### src/rtl/alu_wb_stage.sv
// Writeback stage behind the ALU: in-order result FIFO, register-file handshake,
// RAW pending-write lookup and overflow status. Optional macro: ALU_WB_OVERFLOW_TRAP_EN.
module alu_wb_stage #(
   parameter int unsigned DATA_W = 32,
   parameter int unsigned ADDR_W = 5,
   parameter int unsigned DEPTH  = 2
) (
   input  logic              clk,
   input  logic              rst_n,
   input  logic              in_valid,
   output logic              in_ready,
   input  logic [DATA_W-1:0] in_result,
   input  logic              in_overflow,
   input  logic [ADDR_W-1:0] in_rd,
   input  logic              in_wen,
   output logic              wb_valid,
   input  logic              wb_ready,
   output logic              wb_en,
   output logic [ADDR_W-1:0] wb_addr,
   output logic [DATA_W-1:0] wb_data,
   input  logic [ADDR_W-1:0] chk_addr,
   output logic              chk_hit,
   input  logic              clr_status,
   output logic              ovf_sticky,
   output logic [7:0]        ovf_count,
   output logic              trap,
   output logic              busy
);

   localparam int unsigned PTR_W = (DEPTH > 1) ? $clog2(DEPTH) : 1;

   logic [PTR_W-1:0]  wr_ptr_q, rd_ptr_q;
   logic [DEPTH-1:0]  valid_q;
   logic [DATA_W-1:0] res_q [DEPTH];
   logic [ADDR_W-1:0] rd_q  [DEPTH];
   logic              wen_q [DEPTH];
`ifdef ALU_WB_OVERFLOW_TRAP_EN
   // Only the trap build consumes the per-entry overflow flag.
   logic              ovf_q [DEPTH];
   logic              trap_q;
`endif

   logic push, pop, empty, full;
   logic [DEPTH-1:0] hit_vec;

   logic       ovf_sticky_q, ovf_sticky_d;
   logic [7:0] ovf_count_q, ovf_count_d, count_base;

   assign empty    = ~|valid_q;
   assign full     = &valid_q;
   assign in_ready = ~full;
   assign push     = in_valid & ~full;
   assign pop      = ~empty & wb_ready;
   assign busy     = ~empty;

   always_ff @(posedge clk or negedge rst_n) begin
      if (!rst_n) begin
         wr_ptr_q <= '0;
         rd_ptr_q <= '0;
         valid_q  <= '0;
         for (int i = 0; i < DEPTH; i++) begin
            res_q[i] <= '0;
            rd_q[i]  <= '0;
            wen_q[i] <= 1'b0;
`ifdef ALU_WB_OVERFLOW_TRAP_EN
            ovf_q[i] <= 1'b0;
`endif
         end
      end else begin
         if (push) begin
            res_q[wr_ptr_q]   <= in_result;
            rd_q[wr_ptr_q]    <= in_rd;
            wen_q[wr_ptr_q]   <= in_wen;
`ifdef ALU_WB_OVERFLOW_TRAP_EN
            ovf_q[wr_ptr_q]   <= in_overflow;
`endif
            valid_q[wr_ptr_q] <= 1'b1;
            wr_ptr_q          <= wr_ptr_q + PTR_W'(1);
         end
         // A push never lands on the head slot while it is being popped: not full implies wr != rd.
         if (pop) begin
            valid_q[rd_ptr_q] <= 1'b0;
            rd_ptr_q          <= rd_ptr_q + PTR_W'(1);
         end
      end
   end

   always_comb begin
      wb_valid = ~empty;
      wb_en    = ~empty & wen_q[rd_ptr_q] & (rd_q[rd_ptr_q] != '0);
`ifdef ALU_WB_OVERFLOW_TRAP_EN
      wb_en    = wb_en & ~ovf_q[rd_ptr_q];
`endif
      wb_addr  = empty ? '0 : rd_q[rd_ptr_q];
      wb_data  = empty ? '0 : res_q[rd_ptr_q];
   end

   always_comb begin
      hit_vec = '0;
      for (int i = 0; i < DEPTH; i++) begin
         hit_vec[i] = valid_q[i] & wen_q[i] & (rd_q[i] != '0) & (rd_q[i] == chk_addr);
`ifdef ALU_WB_OVERFLOW_TRAP_EN
         hit_vec[i] = hit_vec[i] & ~ovf_q[i];
`endif
      end
      chk_hit = |hit_vec;
   end

   // Clear applies first so a coinciding overflow push leaves a count of one.
   always_comb begin
      ovf_sticky_d = ovf_sticky_q;
      count_base   = clr_status ? 8'd0 : ovf_count_q;
      ovf_count_d  = count_base;
      if (clr_status) ovf_sticky_d = 1'b0;
      if (push && in_overflow) begin
         ovf_sticky_d = 1'b1;
         if (count_base != 8'hFF) ovf_count_d = count_base + 8'd1;
      end
   end

   always_ff @(posedge clk or negedge rst_n) begin
      if (!rst_n) begin
         ovf_sticky_q <= 1'b0;
         ovf_count_q  <= 8'd0;
      end else begin
         ovf_sticky_q <= ovf_sticky_d;
         ovf_count_q  <= ovf_count_d;
      end
   end

   assign ovf_sticky = ovf_sticky_q;
   assign ovf_count  = ovf_count_q;

`ifdef ALU_WB_OVERFLOW_TRAP_EN
   always_ff @(posedge clk or negedge rst_n) begin
      if (!rst_n) trap_q <= 1'b0;
      else        trap_q <= pop & ovf_q[rd_ptr_q];
   end
   assign trap = trap_q;
`else
   assign trap = 1'b0;
`endif

endmodule
### config.mk
export PLATFORM = sky130hd
export DESIGN_NAME = alu_wb_stage
export DESIGN_NICKNAME = d
export VERILOG_FILES = /design/src/rtl/alu_wb_stage.sv
export SDC_FILE = /design/constraint.sdc
export NUM_CORES = 1
export LEC_CHECK = 0
export CAP_MARGIN = 10
export CORE_UTILIZATION = 40
export DETAILED_ROUTE_END_ITERATION = 12
export GPL_TIMING_DRIVEN = 0
export HOLD_SLACK_MARGIN = 0.02
export PLACE_DENSITY_LB_ADDON = 0.25
export SLEW_MARGIN = 40
export SYNTH_ARGS = -nofsm -noshare
export SYNTH_HDL_FRONTEND = slang
export SYNTH_SLANG_ARGS = --single-unit
### constraint.sdc
create_clock -name clk -period 1.87 [get_ports clk]
set_clock_uncertainty 0.05 [all_clocks]
set_input_delay 0.374 -clock clk [delete_from_list [all_inputs] [get_ports clk]]
set_output_delay 0.374 -clock clk [all_outputs]
set_load 0.005 [all_outputs]
==> run metrics, run 1 <==
most common cell after layout, fill and taps aside=dfrtp_1; PD cells=1830 mW/mm^2; fin area=0.00661 mm^2; I/O pin count=101; RSZ-0062 raised after global routing=yes; final cycle utilization of the critical path=112%; Max FO, Critical Path=4; Post-DP Area=0.00554 mm^2; die area=0.0113 mm^2; Seq/Total Area, Yosys=51.1%; Hold Path Class=input pin to register; status=finished, violations left; Synth area leader=dfrtp_1; Ys Warns=0; PnR worst setup slack=-220 ps; Tmin final=2090 ps; number of global-route vias before repair=3217; ranking of synthesized cells by area=dfrtp_1, mux2_2, mux2_4; Post-synth EDFFs=0; Port Buf Inserts=98; worst vdd ir=0.778 mV; final wirelength=10800 um; post-synth top area share=51.1%; post-synthesis register bit count=89; ys flop type=dfrtp_1; Slew Limit Fails=0; Residual DRC=0; Placement Rows=37; largest net degree at the start of global routing=49; Finished Layout Cells=634; Initial Utilization=41.7%; Pre-antenna DRT Iters=4; grt total ovfl=0; Async S/R FF share, synth=100%; Final setup viols=44; CTS tree=yes; Nets=542; Synth-to-Final Area Change=51.7%; most frequent cells in the layout=dfrtp_1, clkdlybuf4s50_1, mux2_4, mux2_2, buf_2; CP required=1450 ps; Post-DRT Antenna Nets=0; clk sink count=89; Synth Area per Inst=12.8 um^2; clk_lat worst skew=360 ps; gr usage total=19.3%; crit path DAT=1670 ps; ant diodes=0; Post-Synthesis Cells=341; WL met1=4880 um; clock buffer depth=2; Fin. Hold Viols=0; LEAKAGE=2.94 nW; Worst Hold Margin=335 ps; DR WL met3=425 um; CTS buffer count=9; syn nets=390; DRT iter0 DRCs=59; share of cells above drive strength 1=51.2%; MaxCap Viol Count=0; routed wl met2=5280 um; failing checks=negative setup slack; first-pass GRT wire length=16800 um; dpl cells=576; DR WL/cell=17.0 um; Worst Setup End Kind=output port; die height=106 um; clock slew at reported path FFs=90 ps; Fmax achieved=0.478 GHz; die width=106 um; dpl hpwl=6850 um; core footprint=0.0105 mm^2; CTS root buffer=clkbuf_8; gp weighted congestion=0.805; Synth cell types=39; drt via density=5.05; R2R setup slack=-10 ps; Max Used Layer=met4; vias=3203; Setup crit start kind=register; H-Tree Depth=3; Crit Path Category=register to output port; Mapped Area=0.00436 mm^2; initial antenna violation count=0
-- state kept, by name, summed over array words and instances, names as in the netlist --
name / cells
res_q: 64
rd_q: 10
ovf_count: 8
valid_q: 2
wen_q: 2
ovf_sticky: 1
rd_ptr_q: 1
wr_ptr_q: 1
-- final timing paths --
path | start | endpoint | cells after the start
setup reg to reg | valid_q[1]$_DFF_PN0_ | res_q[57]$_DFFE_PN0P_ | 9
min in group asynchronous | rst_n | rd_q[0]$_DFFE_PN0P_ | 2
max in group asynchronous | rst_n | valid_q[1]$_DFF_PN0_ | 3
hold reg to reg | res_q[48]$_DFFE_PN0P_ | res_q[48]$_DFFE_PN0P_ | 1
setup / recovery | valid_q[1]$_DFF_PN0_ | wb_data[21] | 8
hold / removal | clr_status | ovf_count[7]$_DFF_PN0_ | 2
-- per-stage QoR --
| step | util [%] | total power [mW] | setup TNS, ps | setup slack, ps |
|---|---|---|---|---|
| after floorplan | - | 6.34 | 0 | 230 |
| final | 63.2 | 12.1 | -5780 | -220 |
| after detailed placement | 52.9 | 8.62 | -28800 | -845 |
| after global placement | 52.7 | 8.48 | -281400 | -2850 |
| after global routing | 63.2 | 12.8 | -8800 | -295 |
| after CTS | 59.2 | 11.0 | -5550 | -213 |
-- cell type report --
type | instances | area (um^2)
Inverter | 5 | 23.8
Clock buffer | 9 | 124
Timing Repair Buffer | 143 | 1380
Buffer | 20 | 265
Fill cell | 862 | 3850
Sequential cell | 89 | 2230
Multi-Input combinational cell | 225 | 2340
Tap cell | 136 | 170
Clock inverter | 7 | 70.1
-- worst max-delay path, stage by stage, from the launching register on --
cell,delay (ps)
dfrtp_2,420
buf_6,120
nor2_4,160
buf_8,140
buf_12,110
buf_8,120
buf_6,100
nor2_2,30
buf_2,120
-- report_power, final --
group	switching [mW]	total, mW	internal (mW)
Clock	0.711	1.33	0.618
Combinational	2.81	7.19	4.38
Sequential	0.712	3.55	2.84
-- kinds of logic after synthesis --
kind of cell,share of synthesized area [%]
AND/OR/NAND/NOR,8.73
other,0.0861
multiplexers,31.1
flip-flops,51.1
XOR/XNOR,2.01
AO/OA/AOI/OAI,2.93
buffers and inverters,4.05
-- synth_stat cells, drive strengths merged (2+ instances only) --
cell     count
o2111ai      3
a211oi       3
nand2        7
nand3        4
o21ai        2
mux2        76
clkbuf       6
a31oi        3
dfrtp       89
buf         16
and3         2
nor4         4
nand2b       4
nor2        50
xnor2        7
mux2i       39
a21oi        5
xor2         3
inv          5
nor3         3
-- per-layer routing --
layer	vias up	track usage (%)
met5	-	0
met2	76	32.4
met3	16	3.37
met4	0	6.35
li1	1498	-
met1	1613	25.2
-- repair_timing --
| item | in CTS | in global routing |
|---|---|---|
| buffers inserted | 24 | 16 |
| gates cloned | 5 | 1 |
| gates resized for setup | 225 | 92 |
| setup endpoints to repair | 42 | 65 |
| hold buffers | 1 | 0 |
| endpoints found under the hold margin | 41 | 0 |
| pin swaps | 29 | 20 |
Note: power is estimated with default switching activity, not from simulation.
==> inputs of run 2 (changes only) <==
--- a/config.mk
+++ b/config.mk
@@ -11,6 +11,7 @@
 export GPL_TIMING_DRIVEN = 0
 export HOLD_SLACK_MARGIN = 0.02
 export PLACE_DENSITY_LB_ADDON = 0.25
+export REMOVE_ABC_BUFFERS = 1
 export SLEW_MARGIN = 40
 export SYNTH_ARGS = -nofsm -noshare
 export SYNTH_HDL_FRONTEND = slang
==> run 2 against run 1 <==
  * The flow still finishes with violations (negative setup slack)
  * Combinational power is 21% lower
  * Sequential share of layout area up 2.9 points
  * Maximum frequency decreased by 4.9%
  * Global-route usage up 0.45 points
  * Clock power is 20% higher
  * Die area did not move
  * Sequential power down 2%
  * Final cell count is 3.6% lower
  * Worst setup slack lost 110 ps
==> run metrics, run 2 (synthesis gave the netlist of run 1 again) <==
clk sink count=89; Tmin final=2200 ps; worst vdd ir=0.894 mV; Synth-to-Final Area Change=39.7%; Final setup viols=25; DR WL/cell=18.1 um; Finished Layout Cells=611; drt via density=5.15; core footprint=0.0105 mm^2; most frequent cells in the layout=dfrtp_1, clkdlybuf4s50_1, nor2_1, mux2_2, buf_2; gp weighted congestion=0.826; H-Tree Depth=3; Residual DRC=0; Pre-antenna DRT Iters=4; I/O pin count=101; Setup crit start kind=register; Fmax achieved=0.455 GHz; Max FO, Critical Path=3; clock buffer depth=2; CP required=1450 ps; number of global-route vias before repair=3277; Port Buf Inserts=99; initial antenna violation count=0; Hold Path Class=input pin to async pin; Worst Hold Margin=461 ps; share of cells above drive strength 1=40.6%; Crit Path Category=register to output port; dpl cells=560; clock slew at reported path FFs=80 ps; crit-path cells=buf_6 -> xnor2_4 -> o2111ai_2 -> nor4_2 -> o2bb2ai_2 -> buf_2; die height=106 um; die area=0.0113 mm^2; Nets=519; dpl hpwl=6180 um; MaxCap Viol Count=0; R2R setup slack=60 ps; final cycle utilization of the critical path=118%; Fin. Hold Viols=0; pre-CTS setup slack=-705 ps; Placement Rows=37; vias=3148; largest net degree at the start of global routing=49; die width=106 um; Worst Setup End Kind=output port; Initial Utilization=41.7%; Post-DRT Antenna Nets=0; Top reg by flops=res_q; Worst R2R End=res_q[36]$_DFFE_PN0P_; ant diodes=0; LEAKAGE=2.79 nW; grt total ovfl=0; slowest CP cell=dfrtp_1; PnR worst setup slack=-329 ps; R2R cell count=7; final wirelength=11000 um; crit path DAT=1770 ps; PD cells=1770 mW/mm^2; DRT iter0 DRCs=117; CTS buffer count=9; gr usage total=19.8%; Largest register FFs=64; status=finished, violations left; RSZ-0062 raised after global routing=yes; CTS tree=yes; failing checks=negative setup slack; most common cell after layout, fill and taps aside=dfrtp_1; Slew Limit Fails=0; clk_lat worst skew=350 ps; first-pass GRT wire length=16900 um; Worst path max stage delay=410 ps; CTS root buffer=clkbuf_8; r2r startpoint=valid_q[1]$_DFF_PN0_
-- run 2: cell type report --
type / instances / area [um^2]
fill: 884 / 4370
sequential: 89 / 2230
multi-input combinational: 226 / 2080
timing repair buffer: 139 / 1340
tap: 136 / 170
clock buffer: 11 / 141
clock inverter: 5 / 103
inverter: 5 / 26.3
-- run 2: timing repair --
item / 4_1_cts / 5_1_grt
pin swaps: 25 / 26
hold buffers: 1 / 0
resized for setup: 181 / 17
hold endpoints to repair: 47 / 0
cloned: 4 / 2
setup endpoints to repair: 118 / 47
setup buffers: 26 / 3
-- run 2: per-stage QoR --
step	area, um^2	total power, mW	setup TNS, ps	utilization, %
6_report	6090	10.8	-3160	58.2
5_1_grt	6090	11.5	-6140	58.2
4_1_cts	5960	10.5	-3780	57.0
3_5_place_dp	5510	8.63	-44120	52.7
3_3_place_gp	5370	8.28	-421910	51.3
2_1_floorplan	4210	6.18	-30990	-
-- run 2: power breakdown --
part | internal, mW | switching (mW) | total (mW)
clock | 0.923 | 0.665 | 1.59
sequential | 2.85 | 0.647 | 3.49
combinational | 3.36 | 2.35 | 5.71
total | 7.13 | 3.66 | 10.8
-- run 2: routing by layer --
layer  vias up  wire length [um]  track usage, %
li1       1454                 -               -
met1      1545              4950            25.6
met2       126              5060            31.0
met4         0               289            6.65
met3        23               742            6.56
met5         -                 0               0
-- run 2: worst max-delay path by stage --
stage                               from               endpoint  depth (start not counted)
floorplan           valid_q[1]$_DFF_PN0_   rd_ptr_q$_DFFE_PN0N_                          4
global placement                   rst_n  res_q[50]$_DFFE_PN0P_                          1
detailed placement           chk_addr[2]                chk_hit                          6
CTS                  rd_q[5]$_DFFE_PN0P_                chk_hit                          6
global route         rd_q[2]$_DFFE_PN0P_                chk_hit                          6
finish               rd_q[2]$_DFFE_PN0P_                chk_hit                          6
-- run 2: critical path: cells and delay by family (launching register included) --
family	cells	cell delay [ps]
DFF	1	410
AOI/OAI and AO/OA	2	290
xor gates and xnor gates	1	140
buffers and inverters	2	270
and+or+nand+nor	1	310
